==> src/rtl/shift_frame_sequencer.sv <==
`default_nettype none
// ============================================================================
//  Module   : shift_frame_sequencer
//  Brief    : Upstream control stage for universal_shift_register. Accepts
//             whole frames (SIZE words of WIDTH bits) over valid/ready,
//             drives the register's ce/load/dir/din, and presents a
//             word-level valid/last/ready stream aligned to its data_out.
//  Options  : SHIFT_SEQ_PREFETCH_EN - adds a one-frame prefetch slot so a
//             queued frame loads straight after the final word (no IDLE gap).
//  Revision : 1.0 - initial release
// ============================================================================
module shift_frame_sequencer #(
    parameter int WIDTH = 4,
    parameter int SIZE  = 3,
    parameter int CNT_W = 8
) (
    input  logic                    clk,
    input  logic                    rst,
    input  logic                    frame_valid,
    output logic                    frame_ready,
    input  logic [WIDTH*SIZE-1:0]   frame_data,
    input  logic                    frame_dir,
    input  logic                    flush,
    output logic                    sr_ce,
    output logic                    sr_load,
    output logic                    sr_dir,
    output logic [WIDTH*SIZE-1:0]   sr_din,
    output logic                    word_valid,
    output logic                    word_last,
    input  logic                    word_ready,
    output logic [CNT_W-1:0]        frames_done
);

    // Word counter width; a single-bit counter is kept even for degenerate sizes.
    localparam int c_CNT_BITS = (SIZE > 1) ? $clog2(SIZE) : 1;
    localparam logic [c_CNT_BITS-1:0] c_LAST_CNT = c_CNT_BITS'(SIZE - 1);
    localparam logic [c_CNT_BITS-1:0] c_CNT_ONE  = c_CNT_BITS'(1);
    localparam logic [CNT_W-1:0]      c_DONE_ONE = CNT_W'(1);

    typedef enum logic [1:0] {
        ST_IDLE  = 2'd0,
        ST_LOAD  = 2'd1,
        ST_SHIFT = 2'd2
    } state_t;

    state_t                  r_state;
    logic [c_CNT_BITS-1:0]   r_cnt;
    logic [CNT_W-1:0]        r_frames_done;
    logic [WIDTH*SIZE-1:0]   r_frame;
    logic                    r_dir;

`ifdef SHIFT_SEQ_PREFETCH_EN
    logic                    r_slot_full;
    logic [WIDTH*SIZE-1:0]   r_slot_frame;
    logic                    r_slot_dir;
`endif

    logic                    w_last;
    logic                    w_accept;

    assign w_last   = (r_cnt == c_LAST_CNT);
    // frame_ready already folds in rst and flush, so this is a true handshake.
    assign w_accept = frame_valid && frame_ready;

    // Sequencer state: frame capture, load/shift progression and frame counting.
    always_ff @(posedge clk) begin
        if (rst) begin
            r_state       <= ST_IDLE;
            r_cnt         <= '0;
            r_frames_done <= '0;
            r_frame       <= '0;
            r_dir         <= 1'b0;
`ifdef SHIFT_SEQ_PREFETCH_EN
            r_slot_full   <= 1'b0;
            r_slot_frame  <= '0;
            r_slot_dir    <= 1'b0;
`endif
        end else if (flush) begin
            // Abort: hold regs keep their contents, the frame is not counted.
            r_state <= ST_IDLE;
            r_cnt   <= '0;
`ifdef SHIFT_SEQ_PREFETCH_EN
            r_slot_full <= 1'b0;
`endif
        end else begin
            case (r_state)
                ST_IDLE: begin
                    if (w_accept) begin
                        r_frame <= frame_data;
                        r_dir   <= frame_dir;
                        r_state <= ST_LOAD;
                    end
                end
                ST_LOAD: begin
                    r_cnt   <= '0;
                    r_state <= ST_SHIFT;
`ifdef SHIFT_SEQ_PREFETCH_EN
                    if (w_accept) begin
                        r_slot_full  <= 1'b1;
                        r_slot_frame <= frame_data;
                        r_slot_dir   <= frame_dir;
                    end
`endif
                end
                ST_SHIFT: begin
                    if (word_ready) begin
                        if (w_last) begin
                            r_frames_done <= r_frames_done + c_DONE_ONE;
                            r_cnt         <= '0;
                            r_state       <= ST_IDLE;
`ifdef SHIFT_SEQ_PREFETCH_EN
                            // Chain the next frame directly into LOAD.
                            if (r_slot_full) begin
                                r_frame     <= r_slot_frame;
                                r_dir       <= r_slot_dir;
                                r_slot_full <= 1'b0;
                                r_state     <= ST_LOAD;
                            end else if (w_accept) begin
                                r_frame <= frame_data;
                                r_dir   <= frame_dir;
                                r_state <= ST_LOAD;
                            end
`endif
                        end else begin
                            r_cnt <= r_cnt + c_CNT_ONE;
                        end
                    end
`ifdef SHIFT_SEQ_PREFETCH_EN
                    // A frame arriving on the final word bypasses the slot.
                    if (w_accept && !(word_ready && w_last)) begin
                        r_slot_full  <= 1'b1;
                        r_slot_frame <= frame_data;
                        r_slot_dir   <= frame_dir;
                    end
`endif
                end
                default: begin
                    r_state <= ST_IDLE;
                    r_cnt   <= '0;
                end
            endcase
        end
    end

    // Output decode: everything forced low while rst is asserted.
    always_comb begin
        frame_ready = 1'b0;
        sr_ce       = 1'b0;
        sr_load     = 1'b0;
        sr_dir      = 1'b0;
        sr_din      = '0;
        word_valid  = 1'b0;
        word_last   = 1'b0;
        frames_done = '0;
        if (!rst) begin
`ifdef SHIFT_SEQ_PREFETCH_EN
            frame_ready = !flush && !r_slot_full;
`else
            frame_ready = !flush && (r_state == ST_IDLE);
`endif
            sr_dir      = r_dir;
            sr_din      = r_frame;
            frames_done = r_frames_done;
            case (r_state)
                ST_LOAD: begin
                    sr_load = 1'b1;
                    sr_ce   = !flush;
                end
                ST_SHIFT: begin
                    word_valid = 1'b1;
                    word_last  = w_last;
                    // Withholding ce freezes data_out while downstream stalls.
                    sr_ce      = word_ready && !flush;
                end
                default: begin
                    sr_ce = 1'b0;
                end
            endcase
        end
    end

endmodule
`default_nettype wire

==> config.mk <==
export PLATFORM = sky130hd
export DESIGN_NAME = shift_frame_sequencer
export DESIGN_NICKNAME = d
export VERILOG_FILES = /design/src/rtl/shift_frame_sequencer.sv
export SDC_FILE = /design/constraint.sdc
export NUM_CORES = 1
export LEC_CHECK = 0
export ABC_AREA = 1
export CAP_MARGIN = 15
export CELL_PAD_IN_SITES_DETAIL_PLACEMENT = 1
export CELL_PAD_IN_SITES_GLOBAL_PLACEMENT = 2
export CORE_MARGIN = 3
export CORE_UTILIZATION = 27
export CTS_BUF_LIST = sky130_fd_sc_hd__clkbuf_4 sky130_fd_sc_hd__clkbuf_8
export DETAILED_ROUTE_END_ITERATION = 8
export GPL_TIMING_DRIVEN = 0
export PLACE_DENSITY = 0.87
export SYNTH_ARGS = -nofsm -noshare
export SYNTH_HDL_FRONTEND = slang
export SYNTH_SLANG_ARGS = --single-unit
==> constraint.sdc <==
create_clock -name clk -period 2.2 [get_ports clk]
set_input_delay 0.22 -clock clk [delete_from_list [all_inputs] [get_ports clk]]
set_output_delay 0.22 -clock clk [all_outputs]
set_load 0.03 [all_outputs]
==> results of run 1 <==
[kinds of logic (layout without fill, tap and decap cells)]
logic type                 count (synthesis)  after routing  synth area share (%)
AOI/OAI and AO/OA                         41             41                  17.8
xor gates and xnor gates                   1              1                 0.644
adders and majority gates                  6              6                  5.52
buffers and inverters                     42             88                  13.9
DFF                                       25             25                  36.8
and+or+nand+nor                           76             76                  25.3
[area by class of cell]
class / instances / area [um2]
flip-flops and latches: 25 / 500
multi-input cells: 124 / 671
repair buffers: 42 / 420
clock buffers: 3 / 41.3
inverters: 34 / 128
clock inverters: 1 / 5.00
plain buffers: 8 / 61.3
fillers: 608 / 2880
well taps: 67 / 83.8
[Yosys cell counts]
| cell | number | area share [%] |
|---|---|---|
| dfxtp_1 | 25 | 37 |
| nand3_1 | 8 | 2.9 |
| clkbuf_1 | 3 | 0.83 |
| o21ai_2 | 3 | 1.9 |
| buf_2 | 1 | 0.37 |
| ha_1 | 6 | 5.5 |
| o21ai_1 | 4 | 1.5 |
| nand3_2 | 1 | 0.74 |
| xor2_1 | 1 | 0.64 |
| nand3_4 | 1 | 1.3 |
| nand2_1 | 23 | 6.3 |
| nand4_1 | 2 | 0.92 |
| inv_1 | 34 | 9.4 |
| nand2_2 | 2 | 0.92 |
| a21oi_1 | 16 | 5.9 |
| nor2_8 | 1 | 1.5 |
| buf_6 | 4 | 3.3 |
| o21ai_0 | 11 | 4.0 |
| nor2_1 | 37 | 10 |
| nor2_2 | 1 | 0.46 |
| a21oi_2 | 7 | 4.5 |
[metrics by stage]
| step | cells | setup slack [ns] |
|---|---|---|
| 6_report | 304 | 0.100 |
| 5_1_grt | 304 | 0.00504 |
| 4_1_cts | 304 | 0.000334 |
| 3_5_place_dp | 300 | 0.177 |
| 3_3_place_gp | 300 | 0.176 |
| 2_1_floorplan | 191 | 0.703 |
[per-layer routing]
layer  vias up  GRT usage, %
li1        686             -
met1       566          14.3
met2        24          21.0
met3         4          3.05
met4         0          2.67
met5         -             0
[state kept, by name, indices dropped and copies added, names as in the netlist]
name,count
r_state,2
r_cnt,2
r_frame,12
r_frames_done,8
r_dir,1
[repair_timing]
| action | in CTS | in global routing |
|---|---|---|
| setup endpoints to repair | 2 | 1 |
| gates cloned | 0 | 0 |
| gates resized for setup | 2 | 1 |
[where the power goes]
part / switching (mW) / internal [mW] / leakage, nW
combinational: 0.104 / 0.0775 / 0.526
clock: 0.154 / 0.127 / 0.0255
sequential: 0.00608 / 0.469 / 0.203
total: 0.264 / 0.674 / 0.755
[how the worst max path moves through the flow]
stage                              to  slack [ns]  depth (start not counted)
final                      word_valid        0.10                          5
after global routing       word_valid       0.005                          5
after detailed placement        sr_ce        0.18                          5
after CTS                 frame_ready      0.0003                          5
after global placement          sr_ce        0.18                          5
after floorplan                 sr_ce        0.70                          4
==> results.md, run 1 <==
* Status: completed
* Setup TNS at 0 ns
* Critical path capture point type: primary output
* WL met3 at 137 um
* WP buf/inv at 3
* Max Fclk at 476 MHz
* Skew-Pair Late Insertion Delay at about 0.28 ns
* Hold Buf Count CTS at 0
* Detailed Route Iter0 Violations at 25
* Hold path start: rst
* Area grow syn2layout at 40.5%
* Pleak at between 0.7 and 0.8 nW
* Syn Area/Cell at slightly above 7 um2
* Vias in the first global route at 1259
* Hold-critical path depth at 2
* FF-to-FF End: r_frames_done[7]
* CTS tree: yes
* Sequential area share after synthesis at 36.8%
* Max_slew headroom at 67.1%
* Tmin final at 2.10 ns
* Routed vias/inst at 4.21
* Tcrit/Tclk final at between 90% and 100%
* Critical path's top delay family: buffers and inverters
* Worst Setup Start Kind: flop
* Share of cells above drive strength 1 at 10.5%
* Yosys reg bits at 25
* Slowest Stage Delay on Critical Path at 0.67 ns
* RSZ-0062 raised after global routing: false
* Hold WC Path Type: in2reg
* Vias at 1280
* Tightest Pin Transition at slightly below 0.5 ns
* DRC viols at 0
* Count of cell types in the netlist at 21
* WHS at 0.166 ns
* Post-layout util at 39.9%
* Clock Root Buffer: clkbuf_8
* Worst Path Arrival at 1.88 ns
* Final setup fails at 0
* Reg2reg setup slack at 0.62 ns
* Tot GR Track Use at 11.9%
* Initial antenna violation count at 0
* Max VDD drop at 0.264 mV
* Setup Buffers After CTS at 0
* Kind of critical path: reg2out
* DRT Pass-1 Iters at 4
* Final-report max-slew violation count at 0
* Reg clk slew, reported paths at 0.09 ns
* Commonest cells after routing, fill and taps aside: clkdlybuf4s50_1, nor2_1, inv_1, dfxtp_1, nand2_1
* Clk_skew at 0.00778 ns
* Routed wire per std cell at ~11 um
* Nets@finish at 262
* Finished Cell Area at 0.00191 mm2
* Max clock buf depth at 2
* Cell Area, Synth at between 0.001 and 0.0015 mm2
* Largest net degree at the start of global routing at 15
* GPL Wtd Cong at a little under 0.8
* Crit Path Max Fanout at 7
* # clock sinks at 25
* Die Footprint at 0.00593 mm2
* Ant diodes at 0
* Grt ovf at 0
* ANT nets after route at 0
* CORE AREA at 0.00479 mm2
* CTS H-tree depth at 1
* Drt total wl at around 3.4 mm
* Dpl cell area at 0.00186 mm2
* Worst path required time at 1.98 ns
* Routed wl met2 at between 1.5 and 2 mm
* Top Layer Used: met4
* Post-Syn Instances at 191
* Port Buf Inserts at 42
* Cell area power density at 491 mW/mm2
* # rows at 25
* Syn Nets at 215
* CP max stage cell: clkdlybuf4s50_1
* Wire length on met1 at between 1.5 and 2 mm
* Synth warnings at 0
* Worst r2r path cells at 8
* Final Hold Fails at 0
* Most common cell after layout, fill and taps aside: clkdlybuf4s50_1
* Crit-path cells: inv_1, ha_1, inv_1, nor2_1, clkdlybuf4s50_1
* Die X at just under 80 um
* Hold endpoint: r_frames_done[3]
* Tot Pwr at between 0.9 and 1 mW
* Num CTS Buffers at 3
* Chip Height at 77.0 um
* Max-cap viol count at 0
* First-pass GRT wire length at 5.73 mm
* Most used cell, CP: inv_1
* CP Launch Point: r_state[0]
* I/O Pins at 44
* Post-DP HPWL at 2.66 mm
* Worst r2r src: r_state[0]
* Initial core utilization at 28.4%
No activity file was read; power rests on OpenSTA's default activity.
==> inputs of run 2 (changes only) <==
--- a/config.mk
+++ b/config.mk
@@ -10,11 +10,11 @@
 export CELL_PAD_IN_SITES_DETAIL_PLACEMENT = 1
 export CELL_PAD_IN_SITES_GLOBAL_PLACEMENT = 2
 export CORE_MARGIN = 3
-export CORE_UTILIZATION = 27
+export CORE_UTILIZATION = 25
 export CTS_BUF_LIST = sky130_fd_sc_hd__clkbuf_4 sky130_fd_sc_hd__clkbuf_8
 export DETAILED_ROUTE_END_ITERATION = 8
 export GPL_TIMING_DRIVEN = 0
-export PLACE_DENSITY = 0.87
+export PLACE_DENSITY = 0.82
 export SYNTH_ARGS = -nofsm -noshare
 export SYNTH_HDL_FRONTEND = slang
 export SYNTH_SLANG_ARGS = --single-unit
==> constraint.sdc (replaced) <==
create_clock -name clk -period 2.1 [get_ports clk]
set_input_delay 0.21 -clock clk [delete_from_list [all_inputs] [get_ports clk]]
set_output_delay 0.21 -clock clk [all_outputs]
set_load 0.03 [all_outputs]
==> run 2 against run 1 <==
  * Sequential power increased by 4.8%
  * Non-clock buffer count unchanged
  * Utilization decreased by 3.0 points
  * Register-to-register slack got worse by 0.12 ns
  * Die area increased by 7.4%
  * First-iteration DRC count decreased by 40%
  * Cell count increased by 0.99%
  * Clock skew decreased by 0.0071 ns
  * Flip-flop and latch count unchanged
  * Wire length increased by 4.3%
  * Final area decreased by 0.13%
  * Count of clock-buffer cells in the layout unchanged
  * Critical endpoint is now sr_load
==> results.md, run 2 (synthesis results as in run 1) <==
* Status: completed
* ANT nets after route at 0
* RSZ-0062 raised after global routing: false
* GPL Wtd Cong at around 0.74
* Crit Path Max Fanout at 5
* Worst path required time at 1.89 ns
* Vias at 1312
* Port Buf Inserts at 42
* Tightest Pin Transition at 0.515 ns
* Clock Root Buffer: clkbuf_8
* Max VDD drop at 0.200 mV
* # clock sinks at 25
* Ant diodes at 0
* Largest registers: r_frame: 12 flops, r_frames_done: 8 flops
* Clk pwr share at 30.8%
* Final setup fails at 0
* Final Hold Fails at 0
* Max_slew headroom at about two thirds
* Drt total wl at 3.56 mm
* Critical path capture point type: primary output
* Detailed Route Iter0 Violations at 15
* Int Pwr at slightly above 0.7 mW
* Hold WC Path Type: in2reg
* Setup TNS at 0 ns
* CORE AREA at 0.00517 mm2
* Max Fclk at 510 MHz
* First-pass GRT wire length at ~6 mm
* I/O Pins at 44
* Die X at 79.8 um
* Tmin final at 1.96 ns
* Post-route insts no fill at between 300 and 400
* CTS H-tree depth at 1
* Die Footprint at ~0.0064 mm2
* Hold Buf Count CTS at 0
* Num CTS Buffers at 3
* Clk_skew at 0.000700 ns
* Tot GR Track Use at approximately an eighth
* DRT Pass-1 Iters at 4
* Max clock buf depth at 2
* Chip Height at approximately 80 um
* Routed wire per std cell at 11.6 um
* Final-report max-slew violation count at 0
* Share of cells above drive strength 1 at 11.0%
* Most common cell after layout, fill and taps aside: clkdlybuf4s50_1
* Skew-Pair Late Insertion Delay at 0.27 ns
* Pleak at approximately 0.74 nW
* Initial antenna violation count at 0
* DRC viols at 0
* Seq pwr share at 50.2%
* Comb pwr share at 19.0%
* Area grow syn2layout at 40.3%
* Largest net degree at the start of global routing at 16
* Worst Path Arrival at 1.75 ns
* Worst Setup Start Kind: flop
* Initial core utilization at 26.3%
* Top reg by flops: r_frame
* Post-layout util at 36.9%
* Post-DP HPWL at 2.73 mm
* FILL cells at 656
* Max FFs per register at 12
* Nets@finish at about 260
* Max-cap viol count at 0
* Cell area power density at 520 mW/mm2
* Sw Share at 28.8%
* # rows at 26
* Routed vias/inst at 4.27
* Multi-input logic area at 671 um2
* Sw power at 0.286 mW
* Commonest cells after routing, fill and taps aside: clkdlybuf4s50_1, nor2_1, inv_1, dfxtp_1, nand2_1
* Vias in the first global route at 1347
* Placed insts at 303
* Kind of critical path: reg2out
* Reg clk slew, reported paths at 0.10 ns
* Sequential Area at 500 um2
* Tcrit/Tclk final at 93.3%
* Grt ovf at 0
* CTS tree: yes
-- run 2: power by group through the flow --
stage / Combinational [mW] / Clock (mW) / Sequential, mW
floorplan: 0.116 / 0 / 0.508
global placement: 0.191 / 0 / 0.509
detailed placement: 0.194 / 0 / 0.509
CTS: 0.193 / 0.319 / 0.499
global route: 0.212 / 0.336 / 0.500
finish: 0.189 / 0.305 / 0.498
-- run 2: timing repair --
item / in CTS / in global routing
buffers inserted: 0 / 0
resized for setup: 4 / 2
setup endpoints to repair: 4 / 1
-- run 2: layout make-up --
class | instances | share of cell area, %
tap | 70 | 4.59
buffer | 8 | 3.21
inverter | 34 | 6.69
clock inverter | 1 | 0.393
clock buffer | 3 | 2.16
multi-input combinational | 124 | 35.1
sequential | 25 | 26.2
timing repair buffer | 42 | 21.6
-- run 2: layer usage --
metal / share of wire [%] / GRT usage [%] / vias up
li1: - / - / 681
met1: 46 / 14.8 / 601
met2: 49 / 20.2 / 25
met4: 1.0 / 3.55 / 0
met3: 3.9 / 1.92 / 5
met5: 0 / 0 / -
-- run 2: path summary, 6_finish.rpt --
| path | from | end | slack, ns | cells past startpoint |
|---|---|---|---|---|
| min reg2reg | r_frame[4] | r_frame[4] | 0.46 | 2 |
| min | rst | r_frames_done[3] | 0.16 | 2 |
| max | r_state[1] | sr_load | 0.14 | 5 |
| max reg2reg | r_state[0] | r_frames_done[7] | 0.50 | 8 |
-- run 2: per-stage QoR --
stage          hold slack, ns  worst slack (ns)  instance area [um2]  power [mW]
2_1_floorplan           0.359             0.613                 1360       0.624
3_3_place_gp            0.440            0.0996                 1870       0.700
3_5_place_dp            0.448             0.124                 1870       0.703
4_1_cts                 0.152             0.101                 1910        1.01
5_1_grt                 0.160            0.0181                 1910        1.05
6_report                0.157             0.140                 1910       0.993
-- run 2: worst max-delay path, stage by stage (launching register included) --
cell and delay, ns:
dfxtp_1 0.34, inv_1 0.15, ha_1 0.17, inv_1 0.05, nor2_1 0.09, clkdlybuf4s50_1 0.68
==> inputs of run 3 (changes only) <==
--- a/config.mk
+++ b/config.mk
@@ -10,11 +10,12 @@
 export CELL_PAD_IN_SITES_DETAIL_PLACEMENT = 1
 export CELL_PAD_IN_SITES_GLOBAL_PLACEMENT = 2
 export CORE_MARGIN = 3
-export CORE_UTILIZATION = 25
-export CTS_BUF_LIST = sky130_fd_sc_hd__clkbuf_4 sky130_fd_sc_hd__clkbuf_8
+export CORE_UTILIZATION = 24
+export CTS_BUF_LIST = sky130_fd_sc_hd__clkbuf_8 sky130_fd_sc_hd__clkbuf_16
 export DETAILED_ROUTE_END_ITERATION = 8
 export GPL_TIMING_DRIVEN = 0
-export PLACE_DENSITY = 0.82
+export PLACE_DENSITY = 0.79
+export SETUP_SLACK_MARGIN = 0.3
 export SYNTH_ARGS = -nofsm -noshare
 export SYNTH_HDL_FRONTEND = slang
 export SYNTH_SLANG_ARGS = --single-unit
==> run 3 against run 2 <==
  * Die area up 3.9%
  * Sequential power about the same
  * Utilization down 0.24 points
  * Highest routed layer unchanged
==> results.md, run 3 (synthesis results as in run 1) <==
* Vias at 1295
* Tot Pwr at 0.994 mW
* WP buf/inv at 3
* Worst r2r src: r_state[0]
* Initial core utilization at between 20 and 30%
* Max Fclk at between 500 and 600 MHz
* Nets@finish at 262
* Setup TNS at 0 ns
* DRC viols at 0
* Max VDD drop at around 0.24 mV
* Max-cap viol count at 0
* Final-report max-slew violation count at 0
* Comb pwr share at 19.8%
* Worst Path Arrival at 1.51 ns
* Detailed Route Iter0 Violations at 51
* Routed vias/inst at 4.22
* Most common cell after layout, fill and taps aside: nor2_1
* Tmin final at 1.72 ns
* Grt ovf at 0
* Ant diodes at 0
* Die Footprint at 0.00661 mm2
* # rows at 26
* CORE AREA at 0.00530 mm2
* Status: completed
* Cell area power density at 511 mW/mm2
* Port Buf Inserts at 42
* Clock Root Buffer: clkbuf_8
* Critical path capture point type: primary output
* Kind of critical path: reg2out
* Critical path's top delay family: buffers and inverters
* GPL Wtd Cong at 0.707
* Initial antenna violation count at 0
* Slowest Stage Delay on Critical Path at 0.40 ns
* Max FFs per register at 12
* DRT Pass-1 Iters at 3
* Routed wire per std cell at 11.7 um
* RSZ-0062 raised after global routing: true
* Max_slew headroom at 69.3%
* Max clock buf depth at 2
* Multi-input logic area at 696 um2
* CP max stage cell: dlygate4sd2_1
* Crit-path cells: inv_1, ha_1, inv_1, nor2_1, dlygate4sd2_1
* Hold path start: rst
* # clock sinks at 25
* First-pass GRT wire length at 6.05 mm
* Chip Height at around 81 um
* Area grow syn2layout at 42.9%
* Post-DP HPWL at 2.77 mm
* Final worst slack at 0.379 ns
* Hold WC Path Type: in2reg
* Reg clk slew, reported paths at 0.09 ns
* Die X at roughly 81 um
* Sw power at 0.282 mW
* CTS tree: yes
* Tightest Pin Transition at 0.460 ns
* Int Pwr at 0.711 mW
* Clk pwr share at a little under a third
* Sw Share at 28.4%
* Num CTS Buffers at 3
* ANT nets after route at 0
* Drt total wl at 3.60 mm
* Worst path required time at 1.89 ns
* Hold Buf Count CTS at 0
* FILL cells at around 670
* CP Launch Point: r_state[1]
* Commonest cells after routing, fill and taps aside: nor2_1, clkdlybuf4s50_1, inv_1, dfxtp_1, nand2_1
* Final setup fails at 0
* Place WS at between 0.1 and 0.15 ns
* Tcrit/Tclk final at 81.9%
* Skew-Pair Late Insertion Delay at 0.27 ns
* Largest registers: r_frame: 12 flops, r_frames_done: 8 flops
* Sequential Area at between 500 and 600 um2
* Seq pwr share at 50.2%
* Top reg by flops: r_frame
* I/O Pins at 44
* Tot GR Track Use at about 11%
* Share of cells above drive strength 1 at 13.9%
* Largest net degree at the start of global routing at 16
* Final Hold Fails at 0
* Pleak at 0.759 nW
* Most used cell, CP: inv_1
* Vias in the first global route at about 1400
* CTS H-tree depth at 1
* Worst Setup Start Kind: flop
* Clk_skew at 0.00218 ns
* Crit Path Max Fanout at 5
run 3: cell types whose count changed in the layout (fill, tap and decap cells not counted), sizes merged:
| cell | change |
|---|---|
| buf | +1 |
| dlygate4sd2 | -2 |
| clkdlybuf4s50 | -2 |
| clkbuf | -1 |
| dlymetal6s2s | +1 |
| clkdlybuf4s15 | +3 |
run 3: layer usage:
| layer | vias up | wire length, um | GRT usage (%) |
|---|---|---|---|
| met5 | - | 0 | 0 |
| met4 | 0 | 18 | 2.03 |
| met3 | 2 | 122 | 1.77 |
| met2 | 22 | 1700 | 19.8 |
| met1 | 587 | 1750 | 14.9 |
| li1 | 684 | - | - |
run 3: path summary, 6_finish.rpt:
check             depth (start not counted)               end  slack, ns
hold reg to reg                           2        r_frame[3]       0.46
hold / removal                            2  r_frames_done[3]       0.17
setup / recovery                          5           sr_load       0.38
setup reg to reg                          8  r_frames_done[7]       0.65
run 3: layout make-up:
cell class | count | share of cell area, %
timing repair buffer | 42 | 21.6
clock inverter | 1 | 0.386
multi-input combinational | 124 | 35.8
tap | 70 | 4.51
inverter | 34 | 6.57
buffer | 8 | 3.22
sequential | 25 | 25.8
clock buffer | 3 | 2.12
run 3: what timing repair did:
action,4_1_cts,5_1_grt
buffers inserted,0,0
setup endpoints to repair,5,16
pin swaps,0,0
resized for setup,13,10
run 3: power groups by stage:
stage	registers [mW]	logic [mW]	clock network (mW)
after detailed placement	0.510	0.195	0
after floorplan	0.508	0.116	0
after CTS	0.499	0.194	0.315
after global placement	0.509	0.192	0
after global routing	0.501	0.218	0.330
final	0.499	0.196	0.298
run 3: metrics by stage:
| step | utilization, % | cell area [um2] | cells | hold WS [ns] |
|---|---|---|---|---|
| after global placement | 35.2 | 1870 | 303 | 0.441 |
| after CTS | 36.2 | 1920 | 307 | 0.168 |
| after global routing | 36.6 | 1940 | 307 | 0.178 |
| after floorplan | - | 1360 | 191 | 0.359 |
| final | 36.6 | 1940 | 307 | 0.168 |
| after detailed placement | 35.2 | 1870 | 303 | 0.451 |
